[config.mk]
export PLATFORM = sky130hd
export DESIGN_NAME = sp_mc
export DESIGN_NICKNAME = d
export VERILOG_FILES = /design/src/rtl/sp_pkg.sv /design/src/rtl/sp_alu.sv /design/src/rtl/sp_mc.sv
export SDC_FILE = /design/constraint.sdc
export NUM_CORES = 2
export LEC_CHECK = 0
export ABC_CLOCK_PERIOD_IN_PS = 25600
export BUFFER_PORTS_ARGS = -buffer_cell sky130_fd_sc_hd__buf_4
export CAP_MARGIN = 20
export CORE_MARGIN = 2
export CORE_UTILIZATION = 50
export CTS_CLUSTER_SIZE = 20
export DETAILED_ROUTE_END_ITERATION = 7
export PLACE_DENSITY = 0.66
export SYNTH_ARGS = -nofsm -noshare
export SYNTH_HDL_FRONTEND = slang
export SYNTH_SLANG_ARGS = --single-unit
[constraint.sdc]
create_clock -name clk -period 25.6 [get_ports clk]
set_input_delay 0 -clock clk [delete_from_list [all_inputs] [get_ports clk]]
set_output_delay 0 -clock clk [all_outputs]
set_load 0.1 [all_outputs]
[src/rtl/sp_pkg.sv]
// Shared definitions for the sp_mc multicycle core: opcodes, ALU ops, FSM states,
// and the instruction field decoder.
package sp_pkg;

  localparam logic [5:0] OP_R    = 6'd0;
  localparam logic [5:0] OP_ANDI = 6'd1;
  localparam logic [5:0] OP_ORI  = 6'd2;
  localparam logic [5:0] OP_ADDI = 6'd3;
  localparam logic [5:0] OP_SUBI = 6'd4;
  localparam logic [5:0] OP_LW   = 6'd5;
  localparam logic [5:0] OP_SW   = 6'd6;
  localparam logic [5:0] OP_BEQ  = 6'd7;
  localparam logic [5:0] OP_BNE  = 6'd8;

  localparam logic [5:0] FN_AND = 6'd0;
  localparam logic [5:0] FN_OR  = 6'd1;
  localparam logic [5:0] FN_ADD = 6'd2;
  localparam logic [5:0] FN_SUB = 6'd3;
  localparam logic [5:0] FN_SLT = 6'd4;

  typedef enum logic [1:0] {IDLE, EXEC, MEM, DONE} state_t;

  typedef enum logic [2:0] {ALU_AND, ALU_OR, ALU_ADD, ALU_SUB, ALU_SLT, ALU_SLL} alu_op_t;

  typedef struct packed {
    logic [5:0]  op;
    logic [4:0]  rs;
    logic [4:0]  rt;
    logic [4:0]  rd;
    logic [4:0]  shamt;
    logic [5:0]  func;
    logic [15:0] imm;
  } fields_t;

  // Layout: op[31:26] rs[25:21] rt[20:16] rd[15:11] shamt[10:6] func[5:0]; imm overlays [15:0].
  function automatic fields_t get_fields(input logic [31:0] i);
    fields_t f;
    f.op    = i[31:26];
    f.rs    = i[25:21];
    f.rt    = i[20:16];
    f.rd    = i[15:11];
    f.shamt = i[10:6];
    f.func  = i[5:0];
    f.imm   = i[15:0];
    return f;
  endfunction

endpackage

[src/rtl/sp_alu.sv]
// Combinational ALU for sp_mc: and/or/add/sub/signed slt/sll plus an equality flag.
module sp_alu
  import sp_pkg::*;
#(
  parameter int DATA_W = 32
) (
  input  alu_op_t           op,
  input  logic [DATA_W-1:0] a,
  input  logic [DATA_W-1:0] b,
  input  logic [4:0]        shamt,
  output logic [DATA_W-1:0] y,
  output logic              eq
);

  logic lt;

  always_comb begin
    lt = $signed(a) < $signed(b);
    eq = (a == b);
    y  = '0;
    case (op)
      ALU_AND: y = a & b;
      ALU_OR:  y = a | b;
      ALU_ADD: y = a + b;
      ALU_SUB: y = a - b;
      ALU_SLT: y = {{(DATA_W-1){1'b0}}, lt};
      default: y = a << shamt;
    endcase
  end

endmodule

[src/rtl/sp_mc.sv]
// sp_mc: single-issue multicycle core. One instruction is accepted in IDLE, executed,
// optionally does one data-memory access, then retires with a one-cycle out_valid pulse.
module sp_mc
  import sp_pkg::*;
#(
  parameter int DATA_W  = 32,
  parameter int NREG    = 32,
  parameter int MEM_AW  = 12,
  parameter int R0_ZERO = 0
) (
  input  logic              clk,
  input  logic              rst_n,
  input  logic              in_valid,
  input  logic [31:0]       inst,
  output logic              out_valid,
  output logic [31:0]       inst_addr,
  output logic              err,
  output logic              mem_req,
  output logic              mem_we,
  output logic [MEM_AW-1:0] mem_addr,
  output logic [DATA_W-1:0] mem_wdata,
  input  logic [DATA_W-1:0] mem_rdata,
  input  logic              mem_ack,
  output logic [1:0]        dbg_state
);

  localparam int IW = (NREG > 1) ? $clog2(NREG) : 1;

  // Handshakes: inst is taken only when in_valid is high in IDLE (no back-pressure
  // signal; in_valid elsewhere is dropped). mem_req stays high with stable
  // we/addr/wdata until the cycle mem_ack is high; that edge completes the access.
  state_t            state, state_d;
  logic [31:0]       inst_q;
  logic              err_q;
  logic [DATA_W-1:0] r [0:NREG-1];
  fields_t           f;
  logic [IW-1:0]     rs_i, rt_i, rd_i, wr_i;
  logic [DATA_W-1:0] rs_v, rt_v, imm_s, imm_z, alu_b, alu_y;
  alu_op_t           alu_op;
  logic              alu_eq, wr_en, alu_wr_ok, lw_wr_ok, is_mem, illegal, taken;
  logic [31:0]       pc_next;

  assign f         = get_fields(inst_q);
  assign rs_i      = IW'(f.rs);
  assign rt_i      = IW'(f.rt);
  assign rd_i      = IW'(f.rd);
  assign rs_v      = r[rs_i];
  assign rt_v      = r[rt_i];
  assign imm_s     = DATA_W'($signed(f.imm));
  assign imm_z     = DATA_W'(f.imm);
  assign dbg_state = state;

  sp_alu #(.DATA_W(DATA_W)) u_alu (
    .op    (alu_op),
    .a     (rs_v),
    .b     (alu_b),
    .shamt (f.shamt),
    .y     (alu_y),
    .eq    (alu_eq)
  );

  always_comb begin
    alu_op  = ALU_ADD;
    alu_b   = rt_v;
    wr_en   = 1'b0;
    wr_i    = rt_i;
    is_mem  = (f.op == OP_LW) || (f.op == OP_SW);
    illegal = (f.op > OP_BNE);
    case (f.op)
      OP_R: begin
        wr_en = 1'b1;
        wr_i  = rd_i;
        case (f.func)
          FN_AND:  alu_op = ALU_AND;
          FN_OR:   alu_op = ALU_OR;
          FN_ADD:  alu_op = ALU_ADD;
          FN_SUB:  alu_op = ALU_SUB;
          FN_SLT:  alu_op = ALU_SLT;
          default: alu_op = ALU_SLL;
        endcase
      end
      OP_ANDI: begin alu_op = ALU_AND; alu_b = imm_z; wr_en = 1'b1; end
      OP_ORI:  begin alu_op = ALU_OR;  alu_b = imm_z; wr_en = 1'b1; end
      OP_ADDI: begin alu_op = ALU_ADD; alu_b = imm_s; wr_en = 1'b1; end
      OP_SUBI: begin alu_op = ALU_SUB; alu_b = imm_s; wr_en = 1'b1; end
      OP_LW, OP_SW: alu_b = imm_s;
      default: ;
    endcase
    alu_wr_ok = wr_en && !((R0_ZERO != 0) && (wr_i == '0));
    lw_wr_ok  = !((R0_ZERO != 0) && (rt_i == '0));
    taken     = ((f.op == OP_BEQ) && alu_eq) || ((f.op == OP_BNE) && !alu_eq);
    // During MEM the latched op is lw/sw, so taken is 0 and this is simply +4.
    pc_next   = inst_addr + 32'd4 + (taken ? {{14{f.imm[15]}}, f.imm, 2'b00} : 32'd0);
  end

  always_ff @(posedge clk) begin
    if (!rst_n) state <= IDLE;
    else        state <= state_d;
  end

  always_comb begin
    state_d   = state;
    out_valid = 1'b0;
    err       = 1'b0;
    mem_req   = 1'b0;
    case (state)
      IDLE: if (in_valid) state_d = EXEC;
      EXEC: state_d = is_mem ? MEM : DONE;
      MEM: begin
        mem_req = 1'b1;
        if (mem_ack) state_d = DONE;
      end
      DONE: begin
        out_valid = 1'b1;
        err       = err_q;
        state_d   = IDLE;
      end
      default: state_d = IDLE;
    endcase
  end

  always_ff @(posedge clk) begin
    if (!rst_n) begin
      inst_q    <= '0;
      inst_addr <= '0;
      err_q     <= 1'b0;
      mem_we    <= 1'b0;
      mem_addr  <= '0;
      mem_wdata <= '0;
      for (int i = 0; i < NREG; i++) r[i] <= '0;
    end else begin
      if (state == IDLE && in_valid) inst_q <= inst;
      if (state == EXEC) begin
        err_q <= illegal;
        if (is_mem) begin
          mem_we    <= (f.op == OP_SW);
          mem_addr  <= MEM_AW'(alu_y);
          mem_wdata <= rt_v;
        end else begin
          inst_addr <= pc_next;
          if (alu_wr_ok) r[wr_i] <= alu_y;
        end
      end
      if (state == MEM && mem_ack) begin
        inst_addr <= pc_next;
        if (!mem_we && lw_wr_ok) r[rt_i] <= mem_rdata;
      end
    end
  end

endmodule

**Yosys cells after proc, flatten, opt, wreduce, memory -nomap -nowiden**

Memory sizes are Yosys's and may differ from the RTL's. A register that Yosys moved wholly into a read port is not among the register bits.
Cells that the tools add are included.

- Bits in registers: 112
- Bits in writable memories: 1024
- Bits of input ports: 68
- Output and inout bits: 82
- Logic and storage cells: 97
- Memories: 1

- $add $sub $neg: 4
- Magnitude comparators: 2
- Equal/unequal tests: 23
- Shifts and indexed selects: 1
- Muxes and demuxes: 37
- Bitwise logic cells: 2
- Reduce and logical (&&, ||, !) cells: 20

Memories:

| name | depth | width | read ports | clocked after Yosys merged registers in | wr ports | line | source |
|---|---|---|---|---|---|---|---|
| r | 32 | 32 | 2 | 2 | 32 | sp_mc.sv:35 | `logic [DATA_W-1:0] r [0:NREG-1];` |

Operators by type and width:

| operator | number |
|---|---|
| $mux 32 | 6 |
| $pmux 32 s5 | 1 |
| $add 32x32->32 | 2 |
| $pmux 32 s2 | 1 |
| $reduce_or 32->1 | 2 |
| $mux 5 | 7 |
| $add 32x3->32 const B | 1 |
| $and 32x32->32 | 1 |
| $eq 32x32->1 | 1 |
| $lt 32x32->1 | 1 |
| $or 32x32->32 | 1 |
| $shl 32x5->32 | 1 |
| $sub 32x32->32 | 1 |
| $eq 6x3->1 const B | 5 |
| $eq 6x2->1 const B | 4 |
| $mux 1 | 17 |
| $pmux 3 s5 | 1 |
| $eq 6x1->1 const B | 2 |
| $logic_not 6->1 | 2 |
| $pmux 3 s4 | 1 |
| $pmux 2 s4 | 1 |
| $eq 3x2->1 const B | 2 |
| $eq 6x4->1 const B | 1 |
| $gt 6x4->1 const B | 1 |
| other kinds (17) | 26 |

**Longest topological paths before layout**

- Depth in word-level cells: 12
- Depth in mapped cells: 35
- Gate-level depth less buffers: 27

**Hierarchy**

Synthesis repeated with hierarchy kept, for this count alone.

- Cell total of the unflattened synthesis: 5118
- Area total of the unflattened synthesis: 65839.4 sq um

Modules (own cells, without submodules):

| module | instances | cells each | area each (sq um) |
|---|---|---|---|
| sp_mc | 1 | 4099 | 58876.5 |
| sp_alu | 1 | 1019 | 6962.9 |

**Worst setup path after synthesis**

Ideal clock, no wire load.

- Kind: register to register
- Start: reg with a tool-made name
- End: reg inst_addr[23]
- Setup time: 0.070 ns
- Arrival time: 8.035 ns
- Path slack: 17.494 ns
- Stages on the path, launching flop included: 31
- Buffers on the path: 5
- Clock period less this slack: 8.106 ns
- Path through: dfxtp_1 -> clkbuf_1 -> buf_1 -> buf_1 -> mux4_2 -> mux4_2 -> mux2i_1 -> nand2_1 -> o21a_1 -> ha_1 -> clkbuf_1 -> nor4_1 -> nand4_1 -> or4_1 -> mux2i_1 -> nor3_1 -> clkbuf_1 -> and2_1 -> ha_1 -> ha_1 -> fa_1 -> a211oi_1 -> o21ai_0 -> nand2_1 -> o211ai_1 -> o311a_1 -> o31a_1 -> o21a_1 -> o21ai_0 -> or3b_2 -> a21oi_1

RTL lines:

| element | line | source |
|---|---|---|
| end signal, assigned | sp_mc.sv:140 | `inst_addr <= pc_next;` |
| end signal, assigned | sp_mc.sv:145 | `inst_addr <= pc_next;` |
| end, declared | sp_mc.sv:16 | `output logic [31:0] inst_addr,` |

==> results.json <==
{
  "avgSynthCellArea_um2": 12.5,
  "multi_input_area_um2": 31600,
  "grt_setup_unrepaired": "false",
  "cpPeakStageDelay_ns": 0.83,
  "dp_hpwl_mm": 162,
  "clock-root-buffer": "clkbuf_16",
  "cts_made_buffers": 119,
  "grt_overflow_total": 0,
  "synth-async-reset-ratio": 0,
  "ys_seq_area_frac": 0.488,
  "grt_max_degree": 107,
  "drive_gt1_frac": 0.226,
  "portBuffers": 147,
  "r2r_slack_ns": 13.98,
  "drc_errors": 0,
  "synth_top_cell_area_share": 0.453,
  "max-clock-path-buffers": 3,
  "power_density_nw_per_um2": 118,
  "coreArea_um2": 135000,
  "slew_viol_final": 0,
  "cp.required_ns": 26.32,
  "dieArea_um2": 139000,
  "dp_slack_ns": 14.10,
  "n_fill_cell": 11034,
  "grt_usage": 0.377,
  "cp-start-kind": "register",
  "clock_skew_ns": 0.0399,
  "final-seq-area_um2": 33200,
  "critPathCaptureType": "register",
  "synth_edf_count": 1024,
  "dr.pass1.iters": 6,
  "ir_drop_mv": 0.133,
  "fin_crit_ns": 11.62,
  "setup_violations": 0,
  "grt_pass1_wl_mm": 375,
  "worstRegToRegCells": 28,
  "hold_viol_final": 0,
  "drt-total-wl_mm": 268,
  "hp-start": "inst[6]",
  "synth.distinct_cells": 112,
  "crit_buf_inv": 4,
  "synth_commonest_cells": "edfxtp_1 (1024), nor2_1 (733), mux4_2 (467)",
  "ys_top_cells_by_area": "edfxtp_1 (45%), mux4_2 (15%), nor2_1 (4.0%), mux2i_1 (3.9%), dfxtp_1 (3.5%)",
  "clock_sinks": 1144,
  "fp.dieH_um": 373,
  "min_to": "inst_q[6]$_SDFFE_PN0P_",
  "initial_core_util": 0.503,
  "insertion_delay_ns": 0.79,
  "postRouteAntennaNets": 0,
  "max_slew_margin": 0.150,
  "ys_ff_latch": 1144,
  "dieWidth_um": 373,
  "clk_pin_slew_ns": 0.06,
  "rows": 135,
  "path_max_fanout": 94,
  "wl_per_cell_um": 36.6,
  "r2r_end": "inst_addr[23]$_SDFFE_PN0P_",
  "fin_nets": 5658,
  "worst_slew_pin_slew_ns": 1.24,
  "cts_tree": "built",
  "worst_slack_ns": 13.98,
  "vias": 53104,
  "critPathTopFamily": "simple AND/OR/NAND/NOR gates",
  "period_share": 0.454,
  "post_cts_resized": 0,
  "status": "completed",
  "p_leak_nw": 25.7,
  "critPathArrivalTime_ns": 12.34,
  "syn-cell-area_um2": 67900,
  "place_congestion": 0.969,
  "ioPinCount": 150,
  "critPathKind": "reg -> reg",
  "synthCells": 5432,
  "ys_warn_count": 0,
  "first_iter_violations": 8839,
  "cp_slowest_cell": "buf_4",
  "htree_levels": 3,
  "synth_top_flop_cell": "edfxtp_1",
  "antenna_cells": 0,
  "whs_path_depth": 4,
  "grt_pass1_vias": 50727,
  "fin_tns_setup_ns": 0,
  "hold_path_class": "in -> reg",
  "fin_hold_ws_ns": 0.0400,
  "clock.fmax_mhz": 86.0,
  "antenna_found_initial": 7,
  "drv_cap": 0,
  "avgViaCountPerCell": 7.27,
  "area_delta_synth_final_pct": 10.3,
  "synthMostInstantiatedCell": "edfxtp_1",
  "yosysTopAreaCell": "edfxtp_1"
}
==> cell families (layout without fill, tap and decap cells) <==
group | after synthesis | in the layout | share of synthesized area
and+or+nand+nor | 1604 | 1604 | 0.105
DFF | 1144 | 1144 | 0.488
AOI/OAI and AO/OA | 986 | 986 | 0.102
muxes | 800 | 800 | 0.215
buffers and inverters | 691 | 786 | 0.0542
adders and majority gates | 163 | 163 | 0.0303
xor gates and xnor gates | 43 | 43 | 0.00554
other | 1 | 2 | 0.0000552
==> layout make-up <==
type,instances,area share
clock buffers,147,0.0420
clock inverters,75,0.00875
inverters,127,0.00646
multi-input cells,3598,0.421
flip-flops and latches,1144,0.443
well taps,1781,0.0297
repair buffers,437,0.0491
==> routing by layer <==
layer,vias up,GRT usage,routed length (um)
met5,-,0,57
met4,10,0.244,20900
met3,1103,0.111,38700
met2,4658,0.566,117000
met1,26290,0.479,90800
li1,21043,-,-
==> state kept, by name (all words and copies together) (netlist names), named ones only <==
signal     cells
err_q          1
mem_we         1
inst_addr     30
mem_addr      12
dbg_state      2
mem_wdata     32
inst_q        32
r           1024
==> worst max path at each step <==
stage	from	endpoint	slack, ns	cells after the start
after floorplan	register	inst_addr[23]$_SDFFE_PN0P_	17.49	30
after global placement	register	inst_addr[30]$_SDFFE_PN0P_	14.14	27
after detailed placement	register	inst_addr[23]$_SDFFE_PN0P_	14.10	28
after CTS	register	inst_addr[23]$_SDFFE_PN0P_	14.05	28
after global routing	register	inst_addr[30]$_SDFFE_PN0P_	13.14	27
final	register	inst_addr[23]$_SDFFE_PN0P_	13.98	28
==> through the flow <==
step | cells | area (um^2) | power [W] | utilization
floorplan | 5433 | 67900 | 0.00540 | -
global placement | 6983 | 70000 | 0.00688 | 0.518
detailed placement | 6990 | 70200 | 0.00690 | 0.519
CTS | 7305 | 74900 | 0.00863 | 0.554
global route | 7309 | 75000 | 0.00910 | 0.555
finish | 7309 | 75000 | 0.00885 | 0.555
==> what timing repair did <==
action | 4_1_cts | 5_1_grt
hold endpoints to repair | 828 | 0
hold buffers | 93 | 0
setup buffers | 0 | 0
==> layout by cell type (no fill, tap or decap), drive strengths merged, types with 15 or more instances in the layout <==
cell type,synthesis,routed
nor4,24,24
edfxtp,1024,1024
o21ai,110,110
mux4,511,511
dlygate4sd3,21,93
a21oi,244,244
nor3,286,286
nor2,763,763
ha,160,160
mux2,25,25
xnor2,32,32
o31ai,16,16
nand3,63,63
clkbuf,299,147
a22oi,133,133
nand4,24,24
clkinv,2,52
a31oi,60,60
a22o,16,16
a221oi,17,17
dfxtp,120,120
nor2b,15,15
inv,125,135
or3,17,17
and3,21,21
o21bai,19,19
a211oi,192,192
buf,222,344
o21a,19,19
and4,18,18
a21o,36,36
and2,19,19
nand2,305,305
mux2i,264,264
==> power breakdown <==
group          internal (W)  switching [W]  leakage [nW]
registers           0.00213       0.000101          11.6
logic               0.00141        0.00347          12.3
clock network      0.000954       0.000782          1.85
==> tightest hold or removal path: stages <==
cell	delay, ns
dlygate4sd3_1	0.53
buf_4	0.13
nand2_1	0.05
a21oi_1	0.06
No activity file was read; power rests on OpenSTA's default activity.
